File: config.mk
export PLATFORM = sky130hd
export DESIGN_NAME = load_store_unit
export DESIGN_NICKNAME = d
export VERILOG_FILES = /design/src/rtl/load_store_unit_pkg.sv /design/src/rtl/load_store_unit_align.sv /design/src/rtl/load_store_unit.sv
export SDC_FILE = /design/constraint.sdc
export NUM_CORES = 1
export LEC_CHECK = 0
export CORE_UTILIZATION = 42
export CTS_BUF_LIST = sky130_fd_sc_hd__clkbuf_8 sky130_fd_sc_hd__clkbuf_16
export DETAILED_ROUTE_END_ITERATION = 8
export PLACE_DENSITY = 0.86
export REMOVE_ABC_BUFFERS = 1
export SKIP_LAST_GASP = 1
export SYNTH_ARGS = -nofsm -noshare
export SYNTH_HDL_FRONTEND = slang
export SYNTH_SLANG_ARGS = --single-unit
export TNS_END_PERCENT = 20
File: constraint.sdc
create_clock -name clk -period 3.6 [get_ports clk]
set_input_delay 0.72 -clock clk [delete_from_list [all_inputs] [get_ports clk]]
set_output_delay 0.72 -clock clk [all_outputs]
set_load 0.005 [all_outputs]
File: src/rtl/load_store_unit_pkg.sv
// Shared encodings for the load/store unit: RV32I width codes, FSM states, error codes
// and the alignment rule used when a request is accepted.
package lsu_pkg;

  localparam logic [2:0] F3_B  = 3'b000;
  localparam logic [2:0] F3_H  = 3'b001;
  localparam logic [2:0] F3_W  = 3'b010;
  localparam logic [2:0] F3_BU = 3'b100;
  localparam logic [2:0] F3_HU = 3'b101;

  typedef enum logic [1:0] {
    IDLE   = 2'd0,
    ACCESS = 2'd1,
    RESP   = 2'd2
  } state_t;

  localparam logic [1:0] ERR_OK       = 2'b00;
  localparam logic [1:0] ERR_MISALIGN = 2'b01;
  localparam logic [1:0] ERR_RANGE    = 2'b10;

  // Illegal width codes and unsigned stores are folded into the misaligned error.
  function automatic logic is_misaligned(input logic store, input logic [2:0] funct3,
                                         input logic [1:0] offset);
    logic bad;
    case (funct3)
      F3_B:    bad = 1'b0;
      F3_H:    bad = offset[0];
      F3_W:    bad = |offset;
      F3_BU:   bad = store;
      F3_HU:   bad = store | offset[0];
      default: bad = 1'b1;
    endcase
    return bad;
  endfunction

endpackage

File: src/rtl/load_store_unit_align.sv
// Byte-lane steering: load extraction with sign/zero extension, and the store
// read-modify-write merge of new lanes into the word currently in memory.
module lsu_align
  import lsu_pkg::*;
(
  input  logic [2:0]  funct3,
  input  logic [1:0]  offset,
  input  logic [31:0] wdata,
  input  logic [31:0] rd,
  output logic [31:0] load_data,
  output logic [31:0] merged
);

  logic signed [7:0]  byte_s;
  logic signed [15:0] half_s;
  logic signed [31:0] byte_ext;
  logic signed [31:0] half_ext;

  always_comb begin
    byte_s   = rd[{offset, 3'b000} +: 8];
    half_s   = offset[1] ? rd[31:16] : rd[15:0];
    byte_ext = byte_s;
    half_ext = half_s;
    case (funct3)
      F3_B:    load_data = byte_ext;
      F3_H:    load_data = half_ext;
      F3_BU:   load_data = {24'd0, byte_s};
      F3_HU:   load_data = {16'd0, half_s};
      default: load_data = rd;
    endcase
  end

  always_comb begin
    merged = rd;
    case (funct3)
      F3_B: merged[{offset, 3'b000} +: 8] = wdata[7:0];
      F3_H: begin
        if (offset[1]) merged[31:16] = wdata[15:0];
        else           merged[15:0]  = wdata[15:0];
      end
      F3_W:    merged = wdata;
      default: merged = rd;
    endcase
  end

endmodule

File: src/rtl/load_store_unit.sv
// Single-outstanding load/store controller for a word-organised data memory:
// IDLE accepts and checks, ACCESS does the one-cycle memory touch, RESP holds the result.
module load_store_unit
  import lsu_pkg::*;
#(
  parameter int ADDR_WIDTH = 5,
  parameter int DATA_WIDTH = 32
) (
  input  logic                  clk,
  input  logic                  rst_n,
  input  logic                  req_valid,
  output logic                  req_ready,
  input  logic                  req_store,
  input  logic [2:0]            req_funct3,
  input  logic [31:0]           req_addr,
  input  logic [DATA_WIDTH-1:0] req_wdata,
  output logic                  rsp_valid,
  input  logic                  rsp_ready,
  output logic [DATA_WIDTH-1:0] rsp_rdata,
  output logic [1:0]            rsp_err,
  output logic [31:0]           mem_A,
  output logic                  mem_we,
  output logic [DATA_WIDTH-1:0] mem_WD,
  input  logic [DATA_WIDTH-1:0] mem_RD
);

  state_t      state, state_nxt;
  logic [1:0]  req_err;
  logic        accept;

  logic        store_p0;
  logic [2:0]  funct3_p0;
  logic [31:0] addr_p0;
  logic [31:0] wdata_p0;

  logic [31:0] load_data;
  logic [31:0] merged;

  always_comb begin
    if (is_misaligned(req_store, req_funct3, req_addr[1:0])) req_err = ERR_MISALIGN;
    else if (|req_addr[31:ADDR_WIDTH+2])                     req_err = ERR_RANGE;
    else                                                     req_err = ERR_OK;
  end

  always_ff @(posedge clk or negedge rst_n) begin
    if (!rst_n) state <= IDLE;
    else        state <= state_nxt;
  end

  always_comb begin
    state_nxt = state;
    req_ready = 1'b0;
    mem_we    = 1'b0;
    case (state)
      IDLE: begin
        req_ready = 1'b1;
        if (req_valid) state_nxt = (req_err != ERR_OK) ? RESP : ACCESS;
      end
      ACCESS: begin
        mem_we    = store_p0;
        state_nxt = RESP;
      end
      RESP: begin
        if (rsp_ready) state_nxt = IDLE;
      end
      default: state_nxt = IDLE;
    endcase
  end

  assign accept    = (state == IDLE) && req_valid;
  assign rsp_valid = (state == RESP);

  // ---- accept stage: request captured into _p0 ----
  always_ff @(posedge clk) begin
    if (accept) begin
      store_p0  <= req_store;
      funct3_p0 <= req_funct3;
      addr_p0   <= req_addr;
      wdata_p0  <= req_wdata;
    end
  end

  lsu_align u_align (
    .funct3    (funct3_p0),
    .offset    (addr_p0[1:0]),
    .wdata     (wdata_p0),
    .rd        (mem_RD),
    .load_data (load_data),
    .merged    (merged)
  );

  // Memory outputs are gated by state so they read zero whenever no access is in flight.
  assign mem_A  = (state == ACCESS) ? {{(32-ADDR_WIDTH){1'b0}}, addr_p0[ADDR_WIDTH+1:2]} : 32'd0;
  assign mem_WD = mem_we ? merged : '0;

  // ---- response stage: result registered at the close of ACCESS (or at accept on error) ----
  always_ff @(posedge clk or negedge rst_n) begin
    if (!rst_n) begin
      rsp_rdata <= '0;
      rsp_err   <= ERR_OK;
    end else if (accept) begin
      rsp_rdata <= '0;
      rsp_err   <= req_err;
    end else if (state == ACCESS) begin
      rsp_rdata <= store_p0 ? '0 : load_data;
    end
  end

endmodule

==> results_dict.tcl <==
set metrics [dict create \
    drc_errors 0 \
    gr-usage-met2 0.439 \
    dr.pass1.iters 6 \
    die_h_um 106 \
    worst_pin_slew_ns 0.876 \
    drtIter0Drc 417 \
    hold_viol_final 0 \
    final_util 0.641 \
    synth_edf_count 43 \
    dpl.cell_count 755 \
    fin_setup_tns_ns 0 \
    max_clock_freq_ghz 0.284 \
    numPortBuffers 177 \
    hold_path.class "input port to asynchronous set/reset pin" \
    final_nets 740 \
    synth-xor-area-share 0 \
    n_antenna_cell 0 \
    grt_use_met1 0.347 \
    cts_max_path_buffers 2 \
    synth_area_um2 4530 \
    grt_pass1_wl_mm 22.7 \
    core_um2 10400 \
    synth_compound_area_frac 0.217 \
    cts_tree "done" \
    reg2reg_to "rsp_rdata[27]$_DFFE_PN0P_" \
    peakVddDrop_v 0.000299 \
    seq_area_frac_synth 0.484 \
    setup_ws_ns 0.0829 \
    crit_type "flip-flop to output port" \
    rsz0062_at_grt "true" \
    vias 4348 \
    grt_overflow 0 \
    period_minus_slack_ns 3.52 \
    die_area_um2 11200 \
    async_flop_share 0.456 \
    grt.total_usage 0.266 \
    clock_latency_ns 0.36 \
    grtUsageMet3 0.0532 \
    drive_above_1_share 0.0849 \
    cp.required_ns 2.88 \
    fin_worst_skew_ns 0.0105 \
    synth_seq_cells 79 \
    fill_cells 869 \
    cts_made_buffers 9 \
    multiInputGateArea_um2 2120 \
    cts.sink_count 79 \
    final_cells 772 \
    cts_root_buf "clkbuf_8" \
    place_hpwl_mm 11.2 \
    ys.flop_type "edfxtp_1" \
    drt-vias-per-instance 5.63 \
    startpoint "funct3_p0[0]$_DFFE_PP_" \
    slew_viol_final 0 \
    wl_mm 14.6 \
    synth-simple-area-share 0.203 \
    arrival_ns 2.80 \
    pre_cts_slack_ns 0.343 \
    timing.rr.start "addr_p0[1]$_DFFE_PP_" \
    p_per_area_nw_per_um2 314 \
    max_cap_violations 0 \
    grt_max_degree 44 \
    gr-max-usage-layer "met2" \
    finalCritPeriodShare 0.977 \
    synth_warnings 0 \
    layout_commonest_cell "clkdlybuf4s50_1" \
    syn2layout_area_growth_pct 46.6 \
    row_count 37 \
    routabilityCongestion 0.873 \
    status "completed" \
    yosys-mux-area-fraction 0.00746 \
    htree_num_levels 3 \
    die_w_um 106 \
    first_global_vias 4233 \
    synth_fa_ha_area_frac 0.0138 \
    wl_per_cell_um 19.0 \
    relSlewSlack 0.416 \
    total_power_uw 2090 \
    cp_max_fo 17 \
    seq_area_um2 2190 \
    synth_cells 447 \
    io_pins 205 \
    cp-endpoint "mem_WD[12]" \
    clkSlewWorstSetupHoldPaths_ns 0.09 \
    synth_top_family_by_area "compound AO/OA/AOI/OAI gates" \
    rrSetupSlack_ns 1.54 \
    start_util 0.437 \
    yosysUniqueCellTypes 58 \
    mostFrequentLayoutCells "clkdlybuf4s50_1 (176), o21ai_0 (45), edfxtp_1 (43)" \
    antenna_found_initial 0 \
    ant_nets 0 \
    end_kind "output port" \
    setup_viol 0 \
    p_leak_uw 0.00251 \
    avgSynthCellArea_um2 10.1 \
    r2r_cells 5 \
    critPathLaunchType "flip-flop" \
]
==> how the worst min path moves through the flow <==
| stage | start | end | slack (ns) | cells past startpoint |
|---|---|---|---|---|
| after floorplan | rst_n | rsp_err[0]$_DFFE_PN0P_ | 0.42 | 0 |
| after global placement | rsp_rdata[29]$_DFFE_PN0P_ | rsp_rdata[29]$_DFFE_PN0P_ | 0.46 | 2 |
| after detailed placement | rsp_rdata[29]$_DFFE_PN0P_ | rsp_rdata[29]$_DFFE_PN0P_ | 0.47 | 2 |
| after CTS | rst_n | rsp_rdata[27]$_DFFE_PN0P_ | 0.48 | 1 |
| after global routing | rst_n | rsp_err[1]$_DFFE_PN0P_ | 0.51 | 1 |
| final | rst_n | rsp_err[1]$_DFFE_PN0P_ | 0.44 | 1 |
==> area by class of cell <==
type,instances,share of cell area
Clock buffer,9,0.0186
Multi-Input combinational cell,338,0.320
Inverter,7,0.00396
Sequential cell,79,0.330
Tap cell,136,0.0256
Clock inverter,7,0.0109
Timing Repair Buffer,196,0.291
==> power breakdown <==
group          internal [uW]  switching [uW]
Combinational            197             186
Clock                    321             345
Sequential              1000            32.9
==> per-layer routing <==
metal,vias to the layer above,wire [um],part of all wire
li1,1996,-,-
met1,2061,5940,0.41
met2,256,7090,0.48
met3,35,1260,0.086
met4,0,339,0.023
met5,-,0,0
==> synth_stat cells, types with 2 or more instances <==
cell type / number / area [um2]
clkinv_1: 2 / 7.51
nor3_1: 4 / 20.0
nand3_1: 5 / 25.0
a21o_1: 3 / 22.5
o31ai_1: 9 / 67.6
dfrtp_1: 36 / 901
a32o_1: 7 / 70.1
inv_1: 5 / 18.8
nand3b_1: 3 / 22.5
a211oi_1: 7 / 52.6
o2bb2ai_1: 2 / 17.5
a22o_1: 10 / 87.6
a31oi_1: 2 / 12.5
buf_2: 8 / 40.0
a21oi_1: 8 / 40.0
a32oi_1: 7 / 61.3
clkbuf_1: 11 / 41.3
nor4_1: 6 / 37.5
edfxtp_1: 43 / 1290
nand2_1: 40 / 150
nand4_1: 2 / 12.5
and2_1: 16 / 100
o21bai_1: 3 / 22.5
o21ai_1: 10 / 50.1
or4b_4: 2 / 27.5
nand2b_1: 10 / 62.6
nor2b_1: 29 / 181
a222oi_1: 14 / 140
nor3b_1: 6 / 45.0
ha_1: 5 / 62.6
buf_4: 29 / 218
nor2_1: 33 / 124
o21ai_0: 45 / 225
==> critical path: stages (launching register included) <==
cell and delay (ns):
edfxtp_1 0.63, or4b_4 0.62, nor3_4 0.34, a222oi_1 0.11, nor2_1 0.19, clkdlybuf4s50_1 0.55
==> metrics by stage <==
step | hold slack [ns] | instance area, um2
floorplan | 0.424 | 4320
global placement | 0.461 | 6390
detailed placement | 0.473 | 6390
CTS | 0.482 | 6610
global route | 0.507 | 6640
finish | 0.440 | 6640
==> timing repair <==
item,in CTS,in global routing
hold buffers,0,0
resized for setup,0,7
buffers inserted,1,0
endpoints found under the setup margin,3,15
pin swaps,1,1
==> registers in the layout (all words and copies together) (netlist names) <==
register,flops
addr_p0,7
funct3_p0,3
rsp_err,2
rsp_rdata,32
state,2
store_p0,1
wdata_p0,32
==> kinds of logic (layout without fill, tap and decap cells) <==
logic type	count (synthesis)	count (layout)
and+or+nand+nor	166	166
AOI/OAI and AO/OA	138	138
DFF	79	79
buffers and inverters	56	219
adders and majority gates	5	5
muxes	2	2
other	1	27
(Power assumes the default switching activity.)
